## src/rtl/piano_pkg.sv

```systemverilog
// Shared types and constants for the piano datapath: UART receiver states,
// default line settings and the volume/note field positions in a received byte.
package piano_pkg;

    typedef enum logic [1:0] {
        IDLE  = 2'd0,
        START = 2'd1,
        DATA  = 2'd2,
        STOP  = 2'd3
    } rx_state_t;

    localparam int DEF_CLK_FREQ = 100_000_000;
    localparam int DEF_BAUD     = 9600;

    localparam int VOL_MSB  = 7;
    localparam int VOL_LSB  = 5;
    localparam int NOTE_MSB = 4;
    localparam int NOTE_LSB = 0;

endpackage

```

## src/rtl/sync2.sv

```systemverilog
// Two-flop synchronizer for a single asynchronous bit; RST_VAL sets the
// value both flops take in reset so the output never shows a false edge.
module sync2 #(
    parameter logic RST_VAL = 1'b1
) (
    input  logic iClk,
    input  logic iRst,
    input  logic iD,
    output logic oQ
);

    logic meta;

    // NOTE: non-blocking assignments for every registered signal, so both
    // flops sample the pre-edge values and form a real two-stage chain.
    always_ff @(posedge iClk) begin
        if (iRst) begin
            meta <= RST_VAL;
            oQ   <= RST_VAL;
        end else begin
            meta <= iD;
            oQ   <= meta;
        end
    end

endmodule

```

## src/rtl/uart_byte_rx.sv

```systemverilog
// 8N1 UART receiver: synchronizes iRX, samples each bit at its midpoint and
// delivers the byte with a one-cycle strobe, a toggle flag and a frame-error pulse.
module uart_byte_rx
    import piano_pkg::*;
#(
    parameter int CLK_FREQ    = DEF_CLK_FREQ,
    parameter int BAUD        = DEF_BAUD,
    parameter int BIT_CYCLES  = CLK_FREQ / BAUD,
    parameter int HALF_CYCLES = BIT_CYCLES / 2
) (
    input  logic       iClk,
    input  logic       iRst,
    input  logic       iRX,
    output logic [7:0] oData,
    output logic       oValid,
    output logic       oState,
    output logic       oFrameErr,
    output logic       oBusy
);

    localparam int              CW        = $clog2(BIT_CYCLES + 1);
    // Loads are one less than the period because the zero count is the sample cycle.
    localparam logic [CW-1:0]   BIT_LOAD  = CW'(BIT_CYCLES - 1);
    localparam logic [CW-1:0]   HALF_LOAD = CW'(HALF_CYCLES - 1);
    localparam logic [CW-1:0]   CNT_ONE   = CW'(1);

    logic            rx_s;
    rx_state_t       state, state_d;
    logic [CW-1:0]   cnt, cnt_d;
    logic [2:0]      bit_idx, bit_idx_d;
    logic [7:0]      shift, shift_d;
    logic [7:0]      data_d;
    logic            valid_d, flag_d, ferr_d;

    sync2 #(.RST_VAL(1'b1)) u_sync (
        .iClk (iClk),
        .iRst (iRst),
        .iD   (iRX),
        .oQ   (rx_s)
    );

    always_ff @(posedge iClk) begin
        if (iRst) begin
            state     <= IDLE;
            cnt       <= '0;
            bit_idx   <= '0;
            shift     <= '0;
            oData     <= '0;
            oValid    <= 1'b0;
            oState    <= 1'b0;
            oFrameErr <= 1'b0;
        end else begin
            state     <= state_d;
            cnt       <= cnt_d;
            bit_idx   <= bit_idx_d;
            shift     <= shift_d;
            oData     <= data_d;
            oValid    <= valid_d;
            oState    <= flag_d;
            oFrameErr <= ferr_d;
        end
    end

    always_comb begin
        // NOTE: every signal gets a default before the case so no latch is inferred.
        state_d   = state;
        cnt_d     = cnt;
        bit_idx_d = bit_idx;
        shift_d   = shift;
        data_d    = oData;
        valid_d   = 1'b0;
        flag_d    = oState;
        ferr_d    = 1'b0;

        unique case (state)
            IDLE: begin
                if (!rx_s) begin
                    state_d = START;
                    cnt_d   = HALF_LOAD;
                end
            end
            START: begin
                if (cnt != '0) begin
                    cnt_d = cnt - CNT_ONE;
                end else if (!rx_s) begin
                    state_d   = DATA;
                    bit_idx_d = 3'd0;
                    cnt_d     = BIT_LOAD;
                end else begin
                    state_d = IDLE;
                end
            end
            DATA: begin
                if (cnt != '0) begin
                    cnt_d = cnt - CNT_ONE;
                end else begin
                    shift_d[bit_idx] = rx_s;
                    cnt_d            = BIT_LOAD;
                    if (bit_idx == 3'd7) state_d   = STOP;
                    else                 bit_idx_d = bit_idx + 3'd1;
                end
            end
            STOP: begin
                if (cnt != '0) begin
                    cnt_d = cnt - CNT_ONE;
                end else begin
                    // Leave at mid-stop so a start bit right after the stop bit is caught.
                    state_d = IDLE;
                    if (rx_s) begin
                        data_d  = shift;
                        valid_d = 1'b1;
                        flag_d  = ~oState;
                    end else begin
                        ferr_d = 1'b1;
                    end
                end
            end
            default: state_d = IDLE;
        endcase
    end

    assign oBusy = (state != IDLE);

endmodule

```

## config.mk

```make
export PLATFORM = sky130hd
export DESIGN_NAME = uart_byte_rx
export DESIGN_NICKNAME = d
export VERILOG_FILES = /design/src/rtl/piano_pkg.sv /design/src/rtl/sync2.sv /design/src/rtl/uart_byte_rx.sv
export SDC_FILE = /design/constraint.sdc
export NUM_CORES = 1
export LEC_CHECK = 0
export CORE_UTILIZATION = 60
export CTS_BUF_LIST = sky130_fd_sc_hd__clkbuf_4 sky130_fd_sc_hd__clkbuf_8
export DETAILED_ROUTE_END_ITERATION = 8
export PLACE_DENSITY = 0.86
export SYNTH_ARGS = -nofsm -noshare
export SYNTH_HDL_FRONTEND = slang
export SYNTH_SLANG_ARGS = --single-unit
export TNS_END_PERCENT = 50
```

## constraint.sdc

```tcl
create_clock -name iClk -period 3.9 [get_ports iClk]
set_input_delay 0.78 -clock iClk [delete_from_list [all_inputs] [get_ports iClk]]
set_output_delay 0.78 -clock iClk [all_outputs]
set_load 0.1 [all_outputs]
```

==> impl_metrics.toml, run 1 <==
[status]
outcome = "finished clean"

[floorplan]
die_x_um = 62.4
coreArea_um2 = 3420
initial_core_util_pct = 64.0
ios = 15
die_height_um = 62.4
dieArea_um2 = 3890
rows = 21

[global_route]
grt_util_met2_pct = 38.7
grt_pass1_vias = 1690
gr-usage-met1_pct = 32.5
grt_use_met3_pct = 4.93
busiest_layer = "met2"
grt_overflow = 0
grt_pass1_wl_um = 7610
antenna_found_initial = 0
grt_use_total_pct = 24.6
grt_max_degree = 25

[flow_run]
drv_cap = 0

[sta]
rsz0062_at_grt = "no"
finalCritPeriodShare_pct = 78.7
relSlewSlack_pct = 34.6
max_clock_freq_mhz = 326
clock_skew_ps = 9.77
period_minus_slack_ps = 3070
drv_slew = 0
tightest_slew_ps = 978
hold_viol = 0
finalSetupTns_ps = 0
setup_violations = 0

[layout]
syn_to_final_growth_pct = 7.89
finalNonFillerCells = 301
final_nets = 266
drive_gt1_share_pct = 9.80
postLayoutCoreUtil_pct = 69.1
n_antenna_cell = 0
n_fill_cell = 270

[clock_tree]
ctsRootBufferMaster = "clkbuf_4"
worstSkewPairLatency_ps = 360
postCtsHoldBufs = 0
cts_made_buffers = 5
clk_pin_slew_worst_paths_ps = 120
cts_max_level = 2
cts_setup_buffers = 0
cts_resized = 0
cts.sink_count = 40
clockBufferDepth = 2
cts_tree = "yes"

[setup_path]
path_cells = "inv_1 -> ha_1 -> inv_1 -> clkdlybuf4s50_1"
crit_arrival_ps = 2290
crit_path_max_incr_delay_ps = 1110
worst-setup-path-type = "reg2out"
end_kind = "output port"
r2r_slack_ps = 1310
worstPathRequired_ps = 3120
slowest_stage = "clkdlybuf4s50_1"
start_kind = "flip-flop"
cpMostUsedCell = "inv_1"
cp_max_fo = 6

[routing]
drc = 0
vias = 1830
wl_um = 4500
viasPerCell = 6.08
wl_per_cell_um = 15.0
drt_iter0_drc = 134
dr.pass1.iters = 4
ant_nets = 0

[placement]
hpwl_um = 3060
placedCellCount = 293
port_buffers = 14
gp_congestion = 0.907

[logic_synthesis]
yosysMostFrequentCell = "dfxtp_1"
synth_nets = 260
ys_ff_latch = 40
synth-main-ff-cell = "dfxtp_1"
ys_seq_area_share_pct = 36.6
synth_edf_count = 0
syn_inst = 248
synthArstFlopShare_pct = 0
ys_top_cells_by_area = "dfxtp_1 37%, mux2i_1 7.3%, nor2_1 5.3%, ha_1 5.1%, a21oi_1 5.0%"
synth_area_um2 = 2190
syn_avg_cell_area_um2 = 8.82
ys_warn_count = 0
yosys-top-cells-count = "40 x dfxtp_1, 31 x nor2_1, 22 x a21oi_1, 16 x mux2i_1, 14 x nand2_1"
synth_cell_types = 47
synth_top_area_share_pct = 36.6
yosys.area.top_type = "dfxtp_1"

[pwr]
peakVddDrop_mv = 0.360
p_leak_nw = 0.869
power_density_nw_per_um2 = 495

[min_path]
worstHoldPathType = "reg2reg"
[logic make-up after synthesis]
| kind of cell | count (synthesis) | synth area share [%] |
|---|---|---|
| AOI/OAI and AO/OA | 63 | 19.9 |
| xor gates and xnor gates | 1 | 0.401 |
| adders and majority gates | 9 | 5.15 |
| buffers and inverters | 27 | 6.18 |
| DFF | 40 | 36.6 |
| muxes | 16 | 7.32 |
| and+or+nand+nor | 92 | 24.5 |
[worst max-delay path, delay by kind of cell, from the launching register on]
kind / cells / cell delay (ps)
buffers and inverters: 3 / 1270
adder cells (fa/ha/maj): 1 / 220
flip-flops: 1 / 440
[registers in the layout (all words and copies together), names as in the netlist, named ones only]
| name | cells |
|---|---|
| oFrameErr | 1 |
| u_sync.meta | 1 |
| cnt | 14 |
| oState | 1 |
| u_sync.oQ | 1 |
| oData | 8 |
| oValid | 1 |
| bit_idx | 3 |
| state | 1 |
| shift | 8 |
[layer usage]
layer | up-vias | part of all wire, %
li1 | 910 | -
met5 | - | 0
met1 | 857 | 48
met4 | 0 | 1.6
met2 | 53 | 44
met3 | 10 | 5.5
[where the power goes]
group / internal (mW) / switching [mW] / total, mW
Sequential: 0.438 / 0.0459 / 0.484
Combinational: 0.157 / 0.305 / 0.462
Clock: 0.0710 / 0.151 / 0.222
[cells in the final DEF (no fill, tap or decap), types with 3 or more instances in the layout]
| cell type | instances |
|---|---|
| inv_1 | 11 |
| nor2_1 | 31 |
| o21ai_1 | 5 |
| o31a_1 | 3 |
| clkbuf_4 | 5 |
| o21a_1 | 5 |
| nor2b_1 | 3 |
| o32ai_1 | 4 |
| ha_1 | 9 |
| nand4_1 | 10 |
| and3_1 | 3 |
| clkdlybuf4s50_1 | 14 |
| a211oi_1 | 4 |
| a22o_1 | 3 |
| nor3_1 | 4 |
| a21oi_1 | 22 |
| nor3_4 | 3 |
| nand2b_1 | 5 |
| nand3_1 | 5 |
| mux2i_1 | 16 |
| a31oi_1 | 3 |
| nor4_2 | 3 |
| nand2_1 | 14 |
| dfxtp_1 | 40 |
[final timing paths]
kind                                  start         to  cells after the start
worst max-delay path               state[0]      oBusy                      4
worst min-delay path            u_sync.meta  u_sync.oQ                      1
worst max register to register       cnt[0]   oData[4]                      7
worst min register to register  u_sync.meta  u_sync.oQ                      1
[metrics by stage]
step	hold WS (ps)	setup slack, ps	power [mW]	area (um^2)
after floorplan	389	1860	0.884	2190
after global routing	458	747	1.23	2360
after CTS	426	818	1.16	2360
after detailed placement	397	1240	0.943	2300
final	425	832	1.17	2360
after global placement	394	1260	0.932	2300
[layout make-up]
type                       instances  area [um^2]  area share, %
sequential                        40          801           33.9
multi-input combinational        181         1250           53.0
clock buffer                       5         37.5           1.59
inverter                          11         41.3           1.75
clock inverter                     3         23.8           1.01
tap                               46         57.6           2.44
timing repair buffer              15          148           6.26
Note: power is estimated with default switching activity, not from simulation.
==> inputs of run 2 (changes only) <==
--- a/config.mk
+++ b/config.mk
@@ -5,10 +5,10 @@
 export SDC_FILE = /design/constraint.sdc
 export NUM_CORES = 1
 export LEC_CHECK = 0
-export CORE_UTILIZATION = 60
+export CORE_UTILIZATION = 55
 export CTS_BUF_LIST = sky130_fd_sc_hd__clkbuf_4 sky130_fd_sc_hd__clkbuf_8
 export DETAILED_ROUTE_END_ITERATION = 8
-export PLACE_DENSITY = 0.86
+export PLACE_DENSITY = 0.83
 export SYNTH_ARGS = -nofsm -noshare
 export SYNTH_HDL_FRONTEND = slang
 export SYNTH_SLANG_ARGS = --single-unit
==> constraint.sdc (replaced) <==
create_clock -name iClk -period 2.8 [get_ports iClk]
set_input_delay 0.56 -clock iClk [delete_from_list [all_inputs] [get_ports iClk]]
set_output_delay 0.56 -clock iClk [all_outputs]
set_load 0.1 [all_outputs]
==> run 2 against run 1 <==
Critical path depth increased by 3. Sequential share of layout area decreased by 0.69 points. Non-clock buffer count increased by 3. Clock power increased by 120%. Utilization decreased by 4.7 points. Global-route usage decreased by 1.4 points. Via count decreased by 0.16%. Critical path type is now reg2reg. Critical endpoint is now cnt[1]. Highest routed layer unchanged.
==> impl_metrics.toml, run 2 (synthesized netlist as in run 1, its figures left out) <==
[status]
outcome = "finished clean"

[pwr]
p_leak_nw = 0.936
peakVddDrop_mv = 0.430
fin_total_pwr_mw = 1.81
power_density_nw_per_um2 = 752

[sta]
tightest_slew_ps = 597
hold_viol = 0
period_minus_slack_ps = 2210
fin_hold_ws_ps = 414
max_clock_freq_mhz = 452
finalCritPeriodShare_pct = 79.1
rsz0062_at_grt = "no"
relSlewSlack_pct = 60.2
finalSetupTns_ps = 0
clock_skew_ps = 9.97
drv_slew = 0
setup_violations = 0

[layout]
final_nets = 269
syn_to_final_growth_pct = 10.1
n_fill_cell = 337
largestRegisters = "cnt (14), oData (8), shift (8)"
seq_area_um2 = 801
largest_register_ffs = 14
multi_input_area_um2 = 1250
regMostFlops = "cnt"
n_antenna_cell = 0
postLayoutCoreUtil_pct = 64.3
mostFrequentLayoutCells = "40 x dfxtp_1, 31 x nor2_1, 22 x a21oi_1"
layout_commonest_cell = "dfxtp_1"
finalNonFillerCells = 306
drive_gt1_share_pct = 15.5

[placement]
gp_congestion = 0.900
hpwl_um = 3130
placedCellCount = 298
port_buffers = 14

[setup_path]
start_kind = "flip-flop"
worst-setup-path-type = "reg2reg"
end_kind = "flip-flop"
worstPathRequired_ps = 3010
crit_arrival_ps = 2420
cp_max_fo = 19

[global_route]
grt_max_degree = 20
grt_pass1_vias = 1697
grt_pass1_wl_um = 7580
antenna_found_initial = 0
grt_use_total_pct = 23.3
grt_overflow = 0

[floorplan]
rows = 22
die_x_um = 65.1
initial_core_util_pct = 58.4
ios = 15
dieArea_um2 = 4230
die_height_um = 65.1
coreArea_um2 = 3740

[clock_tree]
cts_tree = "yes"
cts_max_level = 2
ctsRootBufferMaster = "clkbuf_8"
cts_made_buffers = 5
cts_setup_buffers = 0
cts_resized = 0
worstSkewPairLatency_ps = 300
clk_pin_slew_worst_paths_ps = 80
postCtsHoldBufs = 0
clockBufferDepth = 2
cts.sink_count = 40

[routing]
drc = 0
ant_nets = 0
wl_per_cell_um = 14.5
dr.pass1.iters = 4
wl_um = 4440
vias = 1827
drt_iter0_drc = 116
viasPerCell = 5.97

[flow_run]
drv_cap = 0

[min_path]
worstHoldPathType = "reg2reg"
==> run 2: cell types whose count changed in the layout (fill, tap and decap cells not counted), moves of 5 or more <==
| cell | change |
|---|---|
| buf_4 | +15 |
| clkbuf_8 | +5 |
| clkdlybuf4s50_1 | -12 |
| clkbuf_4 | -5 |
==> run 2: path summary, 6_finish.rpt <==
path                            slack, ps  depth (start not counted)   endpoint         from
worst max-delay path                  590                          7     cnt[1]       cnt[0]
worst min-delay path                  410                          1  u_sync.oQ  u_sync.meta
worst max register to register        590                          7     cnt[1]       cnt[0]
worst min register to register        410                          1  u_sync.oQ  u_sync.meta
==> run 2: area by class of cell <==
type / count / area share (%)
multi-input combinational: 181 / 51.9
sequential: 40 / 33.2
timing repair buffer: 18 / 5.82
clock buffer: 5 / 2.86
tap: 48 / 2.49
clock inverter: 3 / 1.92
inverter: 11 / 1.71
==> run 2: per-layer routing <==
| metal | up-vias | wire length [um] | global-route usage [%] | share of wire [%] |
|---|---|---|---|---|
| li1 | 916 | - | - | - |
| met1 | 845 | 2060 | 29.6 | 46 |
| met2 | 56 | 2080 | 37.4 | 47 |
| met3 | 10 | 209 | 4.58 | 4.7 |
| met4 | 0 | 82 | 11.7 | 1.8 |
| met5 | - | 0 | 0 | 0 |
==> run 2: power by group <==
group          switching [mW]  internal, mW  total, mW
sequential             0.0656         0.610      0.675
clock                   0.217         0.268      0.486
combinational           0.421         0.229      0.650
total                   0.704          1.11       1.81
==> run 2: worst max-delay path: stages, from the launching register on <==
cell and delay [ps]:
dfxtp_1 340, inv_1 110, ha_1 150, nor4b_4 250, nand4_2 400, o21ai_4 560, nor3_1 100, a211oi_1 220
==> run 2: metrics by stage <==
| stage | instance area [um^2] | setup WS, ps |
|---|---|---|
| finish | 2410 | 586 |
| global route | 2410 | 364 |
| CTS | 2410 | 598 |
| detailed placement | 2290 | 625 |
| global placement | 2290 | 719 |
| floorplan | 2190 | 951 |
